--- src/rtl/apb_master_arbiter.sv ---
// apb_master_arbiter: two-requester APB master with round-robin arbitration.
// The winning command is carried through the APB SETUP and ACCESS phases,
// and the completion result is returned to whichever requester owns it.
// Optional feature macro: APB_TIMEOUT_EN (ACCESS-phase timeout abort).
module apb_master_arbiter #(
  parameter int ADDR_WIDTH     = 8,
  parameter int DATA_WIDTH     = 8,
  parameter int TIMEOUT_CYCLES = 16
) (
  input  logic                  PCLK,
  input  logic                  PRESETn,
  input  logic                  req0_valid,
  output logic                  req0_ready,
  input  logic                  req0_write,
  input  logic [ADDR_WIDTH-1:0] req0_addr,
  input  logic [DATA_WIDTH-1:0] req0_wdata,
  output logic                  req0_done,
  output logic [DATA_WIDTH-1:0] req0_rdata,
  output logic                  req0_err,
  input  logic                  req1_valid,
  output logic                  req1_ready,
  input  logic                  req1_write,
  input  logic [ADDR_WIDTH-1:0] req1_addr,
  input  logic [DATA_WIDTH-1:0] req1_wdata,
  output logic                  req1_done,
  output logic [DATA_WIDTH-1:0] req1_rdata,
  output logic                  req1_err,
  output logic                  PSEL,
  output logic                  PENABLE,
  output logic                  PWRITE,
  output logic [ADDR_WIDTH-1:0] PADDR,
  output logic [DATA_WIDTH-1:0] PWDATA,
  input  logic                  PREADY,
  input  logic [DATA_WIDTH-1:0] PRDATA,
  input  logic                  PSLVERR
);

  typedef enum logic [1:0] {IDLE, SETUP, ACCESS} state_t;

  state_t state, state_next;
  logic   last_grant;
  logic   grant;
  logic   owner;
  logic   accept;
  logic   complete;
  logic   abort;

  // Round-robin pick: alternate when both ask, otherwise the lone requester wins.
  always_comb begin
    grant = 1'b0;
    if (req0_valid && req1_valid) begin
      grant = ~last_grant;
    end else if (req1_valid) begin
      grant = 1'b1;
    end
  end

  assign accept     = PRESETn && (state == IDLE) && (req0_valid || req1_valid);
  assign req0_ready = accept && !grant;
  assign req1_ready = accept && grant;

  // PSLVERR and PRDATA only count when the slave completes an ACCESS cycle.
  assign complete = (state == ACCESS) && PREADY;

`ifdef APB_TIMEOUT_EN
  localparam int CW = $clog2(TIMEOUT_CYCLES + 1);
  logic [CW-1:0] tcount;

  // Count stalled ACCESS cycles; the abort fires on the edge the count would reach the limit.
  always_ff @(posedge PCLK or negedge PRESETn) begin
    if (!PRESETn) begin
      tcount <= '0;
    end else if (state == SETUP) begin
      tcount <= '0;
    end else if ((state == ACCESS) && !PREADY) begin
      tcount <= tcount + 1'b1;
    end
  end

  assign abort = (state == ACCESS) && !PREADY && (tcount == CW'(TIMEOUT_CYCLES - 1));
`else
  // Without the timeout the controller waits on PREADY forever.
  assign abort = 1'b0 && (TIMEOUT_CYCLES > 0);
`endif

  // State register; reset drops any in-flight transfer immediately.
  always_ff @(posedge PCLK or negedge PRESETn) begin
    if (!PRESETn) begin
      state <= IDLE;
    end else begin
      state <= state_next;
    end
  end

  // Next-state logic and the APB phase strobes, which follow the state directly.
  always_comb begin
    state_next = state;
    PSEL       = 1'b0;
    PENABLE    = 1'b0;
    case (state)
      IDLE: begin
        if (accept) begin
          state_next = SETUP;
        end
      end
      SETUP: begin
        PSEL       = 1'b1;
        state_next = ACCESS;
      end
      ACCESS: begin
        PSEL    = 1'b1;
        PENABLE = 1'b1;
        if (complete || abort) begin
          state_next = IDLE;
        end
      end
      default: state_next = IDLE;
    endcase
  end

  // Command capture on accept, and result return to the owning requester on completion.
  always_ff @(posedge PCLK or negedge PRESETn) begin
    if (!PRESETn) begin
      last_grant <= 1'b1;
      owner      <= 1'b0;
      PWRITE     <= 1'b0;
      PADDR      <= '0;
      PWDATA     <= '0;
      req0_done  <= 1'b0;
      req0_rdata <= '0;
      req0_err   <= 1'b0;
      req1_done  <= 1'b0;
      req1_rdata <= '0;
      req1_err   <= 1'b0;
    end else begin
      req0_done <= 1'b0;
      req1_done <= 1'b0;
      if (accept) begin
        owner      <= grant;
        last_grant <= grant;
        PWRITE     <= grant ? req1_write : req0_write;
        PADDR      <= grant ? req1_addr  : req0_addr;
        PWDATA     <= grant ? req1_wdata : req0_wdata;
      end
      if (complete || abort) begin
        if (!owner) begin
          req0_done  <= 1'b1;
          req0_rdata <= (complete && !PWRITE) ? PRDATA : '0;
          req0_err   <= complete ? PSLVERR : 1'b1;
        end else begin
          req1_done  <= 1'b1;
          req1_rdata <= (complete && !PWRITE) ? PRDATA : '0;
          req1_err   <= complete ? PSLVERR : 1'b1;
        end
      end
    end
  end

endmodule
--- config.mk ---
export PLATFORM = sky130hd
export DESIGN_NAME = apb_master_arbiter
export DESIGN_NICKNAME = d
export VERILOG_FILES = /design/src/rtl/apb_master_arbiter.sv
export SDC_FILE = /design/constraint.sdc
export NUM_CORES = 1
export LEC_CHECK = 0
export BUFFER_PORTS_ARGS = -buffer_cell sky130_fd_sc_hd__buf_2
export CAP_MARGIN = 40
export CORE_UTILIZATION = 40
export CTS_BUF_LIST = sky130_fd_sc_hd__clkbuf_4
export CTS_CLUSTER_DIAMETER = 150
export DETAILED_ROUTE_END_ITERATION = 7
export PLACE_DENSITY = 0.78
export SYNTH_ARGS = -nofsm -noshare
export SYNTH_HDL_FRONTEND = slang
export SYNTH_SLANG_ARGS = --single-unit
--- constraint.sdc ---
create_clock -name PCLK -period 4.9 [get_ports PCLK]
set_input_delay 0.245 -clock PCLK [delete_from_list [all_inputs] [get_ports PCLK]]
set_output_delay 0.245 -clock PCLK [all_outputs]
set_load 0.01 [all_outputs]
==> results of run 1 <==
==> worst register-to-register path, delay by kind of cell (launching register included) <==
| kind | cells | cell delay (ps) |
|---|---|---|
| flip-flops | 1 | 420 |
| AO/OA/AOI/OAI | 2 | 680 |
| buffers and inverters | 2 | 390 |
| AND/OR/NAND/NOR | 1 | 100 |
| adder cells (fa/ha/maj) | 1 | 250 |
==> layout by cell type (no fill, tap or decap), drive strengths merged, types with 3 or more instances in the layout <==
cell    Yosys  layout
a221o      17      17
and3       18      18
buf         4      91
clkbuf      5       6
dfrtp      40      40
ha          3       3
inv         4       4
mux2        3       3
nand2      16      16
nand2b      9       9
o21ai      19      19
==> metal layers <==
| metal | GRT usage | wire length (um) | vias up |
|---|---|---|---|
| li1 | - | - | 716 |
| met1 | 0.2071 | 1648 | 653 |
| met2 | 0.3292 | 1720 | 81 |
| met3 | 0.05000 | 367 | 7 |
| met4 | 0.08594 | 57 | 0 |
| met5 | 0 | 0 | - |
==> worst max-delay path by stage <==
stage | startpoint | to | slack [ps] | cells past startpoint
floorplan | state[0] | PADDR[1] | 3340 | 7
global placement | PRESETn | req1_ready | 2790 | 6
detailed placement | PRESETn | req1_ready | 2720 | 6
CTS | PRESETn | req1_ready | 2190 | 7
global route | PRESETn | req1_ready | 1990 | 7
finish | PRESETn | req1_ready | 2230 | 7
==> stage by stage <==
step / worst slack, ps / instance area [um^2] / util
floorplan: 3339 / 1733 / -
global placement: 2793 / 2207 / 0.5401
detailed placement: 2724 / 2207 / 0.5401
CTS: 2193 / 2266 / 0.5545
global route: 1987 / 2266 / 0.5545
finish: 2234 / 2266 / 0.5545
==> sequential cells by signal, summed over array words and instances (netlist names), 2 cells and up <==
register and count:
PADDR 8, PWDATA 8, req0_rdata 8, req1_rdata 8, state 2
==> layout make-up <==
cell class / count / share of cell area
clock inverters: 1 / 0.001657
multi-input cells: 95 / 0.2822
clock buffers: 6 / 0.01988
repair buffers: 92 / 0.2087
inverters: 4 / 0.006626
flip-flops and latches: 41 / 0.4533
well taps: 50 / 0.02761
==> kinds of logic after synthesis <==
family | Yosys count
buf+inv | 13
compound gates | 41
flops | 41
simple gates | 48
mux | 3
fa+ha+maj | 3
==> where the power goes <==
group	internal [W]	switching (W)
clock network	0.0000577	0.0000976
logic	0.000250	0.000263
registers	0.000491	0.0000927
total	0.000799	0.000453
==> impl_metrics.csv, run 1 <==
group,metric,value,unit
logic_synthesis,synth.distinct_cells,21,
power_and_ir_drop,finalPower,0.001252,W
clock_tree,cts_made_buffers,5,
power_and_ir_drop,power.density,552.5,nW/um^2
placement,io_buffer_count,88,
logic_synthesis,synth_enable_flop_cells,0,
clock_tree,path_clk_slew,110,ps
logic_synthesis,synth-simple-area-share,0.1560,
hold_path,hold_path_startpoint,"req1_wdata[6]",
logic_synthesis,synthAdderAreaFrac,0.02166,
clock_tree,ctsHoldBuffers,1,
hold_path,whs_endpoint,"PWDATA[6]",
critical_path,reg2reg_slack,3010,ps
logic_synthesis,synth-compound-area-share,0.1718,
detailed_routing,routed_wl,3794,um
power_and_ir_drop,peakVddDrop,0.0002777,V
timing,fin_hold_ws,132.3,ps
detailed_routing,initialDrtViolationCount,52,
die,rows,23,
logic_synthesis,yosysMostFrequentCell,"dfrtp_1",
finish,antenna_cells,0,
logic_synthesis,synth_area_leaders,"dfrtp_1, a221o_1, o21ai_0, and3_1, and3_2",
clock_tree,cts_tree,"done",
grt,grt_pass1_wl,6244,um
timing,rsz0062_at_grt,"false",
logic_synthesis,synth_xor_area_frac,0,
critical_path,crit_family,"buffers and inverters",
logic_synthesis,synth_top_family_by_area,"compound AO/OA/AOI/OAI gates",
grt,grtUsageTotal,0.1861,
timing,drv_slew,0,
logic_synthesis,synth_top_cell_area_share,0.5776,
critical_path,max_stage_delay,520,ps
critical_path,end_kind,"output port",
timing,setup_violations,0,
timing,period_minus_slack,2666,ps
timing,hold_violations,0,
critical_path,slowest_stage,"dlygate4sd3_1",
finish,final-seq-area,1027,um^2
detailed_routing,avgRoutedWirePerCell,13.13,um
finish,num-fill-cells,356,
finish,multi_input_area,639.4,um^2
timing,max_freq,375.1,MHz
finish,syn2layout_area_growth,30.76,%
die,core_area,4086,um^2
clock_tree,clock_path_buffers,2,
die,ios,89,
critical_path,start_kind,"input port",
logic_synthesis,synth_nets,200,
outcome,status,"completed",
logic_synthesis,synthMuxAreaShare,0.01949,
flow_run,cap_violations,0,
timing,maxSlewHeadroom,0.5771,
finish,stdcell_count,289,
critical_path,worstPathCellList,"dlygate4sd3_1, buf_2, buf_4, nand3_1, a21oi_1, buf_4, buf_2",
clock_tree,cts_setup_buffers,0,
timing,skew,4.486,ps
power_and_ir_drop,p_leak,1.280,nW
grt,grt_overflow,0,
die,dieArea,4600,um^2
die,die_h,67.82,um
logic_synthesis,ys_warn_count,0,
grt,grt_pass1_vias,1440,
detailed_routing,viasPerCell,5.042,
placement,dp_hpwl,2894,um
detailed_routing,vias,1457,
hold_path,hp-class,"in -> reg",
logic_synthesis,synth.ff_latch_count,41,
logic_synthesis,synth_seq_area_share,0.5928,
detailed_routing,drt_pass1_iterations,4,
hold_path,holdPathStages,2,
critical_path,worstSetupPathType,"in -> out",
timing,setup_tns,0,ps
die,die_w,67.82,um
logic_synthesis,avgSynthCellArea,11.63,um^2
critical_path,crit_required,4660,ps
placement,dp_cells,281,
clock_tree,numClockSinks,41,
critical_path,cp_max_fo,45,
timing,timing.final.crit_share,0.5441,
logic_synthesis,synth_area,1733,um^2
critical_path,path_buf_inv,5,
clock_tree,htreeDepth,2,
logic_synthesis,async_reset_ff_frac,1.000,
logic_synthesis,synthCells,149,
critical_path,reg2reg_from,"state[1]",
critical_path,arrival,2420,ps
die,start_util,0.4241,
finish,drive_gt1_frac,0.4603,
timing,worst_pin_slew,634.4,ps
logic_synthesis,synth_flop_cell,"dfrtp_1",
grt,grt_max_degree,46,
grt,antenna_found_initial,0,
detailed_routing,antenna_left,0,
clock_tree,cts_root_buf,"clkbuf_4",
critical_path,reg2reg_depth,6,
placement,place_congestion,0.7541,
clock_tree,clock_latency,340,ps
logic_synthesis,netlist_top_cells_count,"dfrtp_1, o21ai_0, a221o_1",
critical_path,rr_endpoint,"PADDR[2]",
detailed_routing,drc,0,
finish,layout.nets,290,
clock_tree,cts-resized-gates,0,
logic_synthesis,synth.largest_area_cell,"dfrtp_1",
Power figures use the tool's default switching activity.
==> inputs of run 2 (changes only) <==
- PLACE_DENSITY: 0.78 -> 0.81
- clock period: 4.9 -> 2.43 ns (I/O delays scaled with it)
==> run 2 against run 1 <==
Final cell count increased by 4.2%; hold slack got worse by 110 ps; non-clock buffer count increased by 12; sequential share of layout area decreased by 2.7 points; register-to-register slack got worse by 2300 ps; largest cell class unchanged; largest power group unchanged; highest routed layer unchanged.
==> impl_metrics.csv, run 2 (synthesis results as in run 1) <==
group,metric,value,unit
timing,setup_tns,0,ps
detailed_routing,vias,1536,
die,die_h,67.82,um
clock_tree,numClockSinks,41,
clock_tree,cts_root_buf,"clkbuf_4",
grt,grt_overflow,0,
finish,multi_input_area,639.4,um^2
detailed_routing,drt_pass1_iterations,4,
clock_tree,cts_made_buffers,5,
timing,timing.final.crit_share,0.8448,
clock_tree,cts_setup_buffers,0,
finish,final_cell_mix,"buf_2, dfrtp_1, o21ai_0",
critical_path,end_kind,"output port",
clock_tree,cts_tree,"done",
outcome,status,"completed",
critical_path,worstSetupPathType,"reg -> out",
clock_tree,path_clk_slew,120,ps
placement,dp_cells,281,
critical_path,critPathLaunch,"state[0]",
detailed_routing,routed_wl,4338,um
finish,final_common_cell,"buf_2",
die,rows,23,
placement,place_congestion,0.6697,
timing,setup_violations,0,
finish,post-route-util,0.5897,
critical_path,crit_required,2310,ps
timing,period_minus_slack,2053,ps
timing,max_freq,487.2,MHz
die,ios,89,
placement,dp_hpwl,2950,um
clock_tree,clock_path_buffers,2,
hold_path,hold_path_startpoint,"req1_wdata[1]",
timing,skew,13.00,ps
die,core_area,4086,um^2
timing,rsz0062_at_grt,"false",
clock_tree,htreeDepth,2,
die,start_util,0.4241,
power_and_ir_drop,power.density,1105,nW/um^2
finish,num-fill-cells,354,
power_and_ir_drop,peakVddDrop,0.0004468,V
clock_tree,clock_latency,340,ps
critical_path,start_kind,"flip-flop",
timing,drv_slew,0,
flow_run,cap_violations,0,
timing,hold_violations,0,
grt,grt_max_degree,32,
critical_path,reg2reg_from,"state[0]",
timing,worst_pin_slew,587.4,ps
detailed_routing,drc,0,
power_and_ir_drop,finalPower,0.002662,W
timing,fin_ws,377.3,ps
timing,maxSlewHeadroom,0.6073,
power_and_ir_drop,p_leak,1.342,nW
finish,antenna_cells,0,
finish,drive_gt1_frac,0.4422,
hold_path,hp-class,"in -> reg",
finish,layout.nets,302,
die,dieArea,4600,um^2
grt,grt_pass1_vias,1346,
finish,stdcell_count,301,
detailed_routing,antenna_left,0,
finish,final-seq-area,1027,um^2
grt,grtUsageTotal,0.1816,
finish,syn2layout_area_growth,39.06,%
grt,antenna_found_initial,0,
placement,io_buffer_count,88,
placement,place_ws,725.0,ps
grt,grt_pass1_wl,6030,um
critical_path,cp_max_fo,18,
detailed_routing,viasPerCell,5.103,
detailed_routing,avgRoutedWirePerCell,14.41,um
detailed_routing,initialDrtViolationCount,50,
die,die_w,67.82,um
critical_path,arrival,1930,ps
## run 2: path summary, 6_finish.rpt
path / slack, ps / end / cells after the start
max in group asynchronous: 1520 / PWDATA[0] / 3
max reg2reg: 690 / PWDATA[2] / 5
max: 380 / req0_ready / 5
min reg2reg: 490 / req1_rdata[3] / 2
min in group asynchronous: 220 / PADDR[0] / 2
min: 20 / PWDATA[1] / 2
## run 2: area by class of cell
class	instances	share of cell area
clock buffers	5	0.01558
clock inverters	2	0.01454
inverters	4	0.006231
multi-input cells	95	0.2653
flip-flops and latches	41	0.4263
well taps	50	0.02596
repair buffers	104	0.2461
## run 2: critical path: stages (launching register included)
cell and delay, ps:
dfrtp_1 410, inv_1 90, ha_1 230, and3_1 510
and2_2 220, buf_2 120
## run 2: metal layers
metal  up-vias  wire (um)  track usage  part of all wire
met4         0         32      0.06510            0.0074
met3         2        207      0.05667             0.048
met1       738       1965       0.2186              0.45
met2        52       2133       0.3045              0.49
li1        744          -            -                 -
met5         -          0            0                 0
## run 2: metrics by stage
step / instance area, um^2 / hold WS, ps
finish: 2410 / 23.02
CTS: 2330 / 0.04521
global route: 2410 / 10.42
global placement: 2207 / 30.43
detailed placement: 2207 / 40.63
floorplan: 1733 / -174.1
## run 2: timing repair
item                      in CTS  in global routing
resized for setup              0                  0
hold buffers                   5                  8
hold endpoints to repair      14                  9
## run 2: power breakdown
part | internal [W] | switching, W
clock | 0.000210 | 0.000216
sequential | 0.000989 | 0.000179
combinational | 0.000516 | 0.000552
==> inputs of run 3 (changes only) <==
- PLACE_DENSITY: 0.81 -> 0.78
- clock period: 2.43 -> 2 ns (I/O delays scaled with it)
==> run 3 against run 2 <==
Largest power group unchanged; die area is the same; total power grew 18%; clock power shrank 4.9%; sequential power grew 22%; sequential share of layout area shrank 1.3 points; combinational power grew 22%; count of clock-buffer cells in the layout grew 1; critical path depth grew 1; via count grew 1.4%; final cell count grew 3.3%; wire length shrank 1.8%; clock skew shrank 2.8 ps.
==> impl_metrics.csv, run 3 (synthesis results as in run 1) <==
group,metric,value,unit
power_and_ir_drop,finalPower,0.003150,W
timing,fin_hold_ws,25.91,ps
finish,final_cell_mix,"buf_2, dfrtp_1, o21ai_0, dlygate4sd3_1, a221o_1",
critical_path,path_buf_inv,3,
timing,hold_violations,0,
timing,period_minus_slack,1829,ps
die,rows,23,
finish,syn2layout_area_growth,43.54,%
grt,grt_overflow,0,
grt,gr-usage-met3,0.05667,
clock_tree,cts_setup_buffers,0,
timing,max_freq,546.6,MHz
detailed_routing,drc,0,
grt,grt_use_met1,0.2380,
die,ios,89,
die,start_util,0.4241,
grt,grtUsageTotal,0.2001,
detailed_routing,avgRoutedWirePerCell,13.69,um
critical_path,end_kind,"output port",
critical_path,slowest_stage,"dfrtp_1",
timing,worst_pin_slew,577.9,ps
detailed_routing,initialDrtViolationCount,66,
clock_tree,cts_root_buf,"clkbuf_4",
detailed_routing,vias,1557,
timing,timing.final.crit_share,0.9147,
timing,drv_slew,0,
timing,setup_violations,0,
finish,post-route-util,0.6087,
critical_path,reg2reg_from,"state[1]",
clock_tree,clock_latency,340,ps
clock_tree,cts_made_buffers,5,
power_and_ir_drop,p_leak,1.375,nW
hold_path,hold_path_startpoint,"PRDATA[6]",
critical_path,arrival,1730,ps
finish,final_cell_area,2487,um^2
critical_path,worstSetupPathType,"reg -> out",
detailed_routing,routed_wl,4259,um
timing,rsz0062_at_grt,"false",
placement,dp_hpwl,2937,um
finish,num-fill-cells,363,
finish,final_common_cell,"buf_2",
detailed_routing,antenna_left,0,
finish,antenna_cells,0,
grt,grtUsageMet2,0.3403,
critical_path,max_stage_delay,410,ps
outcome,status,"completed",
power_and_ir_drop,peakVddDrop,0.0005691,V
placement,io_buffer_count,88,
critical_path,cp_max_fo,16,
placement,dpl-instance-area,2230,um^2
grt,grt_pass1_vias,1528,
critical_path,worstPathCellList,"inv_1, ha_1, nand3_1, a21oi_2, buf_6, buf_2",
critical_path,crit_family,"buffers and inverters",
grt,grt_pass1_wl,6713,um
clock_tree,clock_path_buffers,2,
grt,antenna_found_initial,0,
critical_path,start_kind,"flip-flop",
power_and_ir_drop,power.density,1266,nW/um^2
placement,place_congestion,0.7246,
die,core_area,4086,um^2
finish,layout.nets,311,
finish,drive_gt1_frac,0.4483,
detailed_routing,drt_pass1_iterations,4,
grt,grt_busiest_layer,"met2",
hold_path,hp-class,"in -> reg",
clock_tree,cts_tree,"done",
grt,grt_max_degree,31,
clock_tree,path_clk_slew,120,ps
critical_path,crit_required,1900,ps
die,die_w,67.82,um
clock_tree,htreeDepth,2,
timing,skew,10.21,ps
timing,maxSlewHeadroom,0.6135,
clock_tree,numClockSinks,41,
die,dieArea,4600,um^2
die,die_h,67.82,um
critical_path,critPathLaunch,"state[1]",
detailed_routing,viasPerCell,5.006,
flow_run,cap_violations,0,
timing,setup_tns,0,ps
-- run 3: changes by cell type in the layout (fill, tap and decap cells not counted), sizes merged --
cell | before | now
buf | 91 | 94
bufinv | 1 | 0
clkbuf | 5 | 6
clkinv | 1 | 2
dlygate4sd3 | 13 | 19
-- run 3: area by class of cell --
| cell class | instances | area (um^2) | area share |
|---|---|---|---|
| well taps | 50 | 62.56 | 0.02515 |
| flip-flops and latches | 41 | 1027 | 0.4130 |
| inverters | 4 | 15.01 | 0.006036 |
| clock buffers | 6 | 45.04 | 0.01811 |
| repair buffers | 113 | 679.4 | 0.2731 |
| clock inverters | 2 | 10.01 | 0.004024 |
| multi-input cells | 95 | 648.1 | 0.2606 |
-- run 3: timing repair --
item / CTS / global route
endpoints found under the setup margin: 1 / 2
hold buffers: 19 / 0
hold endpoints to repair: 30 / 0
gates resized for setup: 1 / 3
-- run 3: per-layer routing --
layer  wire (um)  vias to the layer above
met2        1984                       87
met4          58                        0
li1            -                      760
met1        1809                      704
met5           0                        -
met3         406                        6
-- run 3: where the power goes --
group          total (W)  leakage, nW  switching, W  internal (W)
combinational    0.00131        0.820      0.000663      0.000651
sequential       0.00143        0.520      0.000229       0.00120
clock           0.000404       0.0354      0.000256      0.000148
-- run 3: final timing paths --
path / endpoint / cells past startpoint / slack, ps
min: req1_rdata[6] / 3 / 30
max reg2reg: PWDATA[2] / 5 / 310
max in group asynchronous: PWDATA[4] / 3 / 1120
max: req1_ready / 6 / 170
min in group asynchronous: PADDR[7] / 2 / 200
min reg2reg: req0_rdata[7] / 2 / 480
-- run 3: worst min-delay path: stages --
cell and delay [ps]:
buf_2 100, nand2b_1 70, o21ai_0 70
-- run 3: stage by stage --
stage / setup WS, ps / instances
detailed placement: 295.9 / 284
floorplan: 439.2 / 149
finish: 170.5 / 311
CTS: 76.15 / 311
global placement: 361.5 / 284
global route: 52.91 / 311
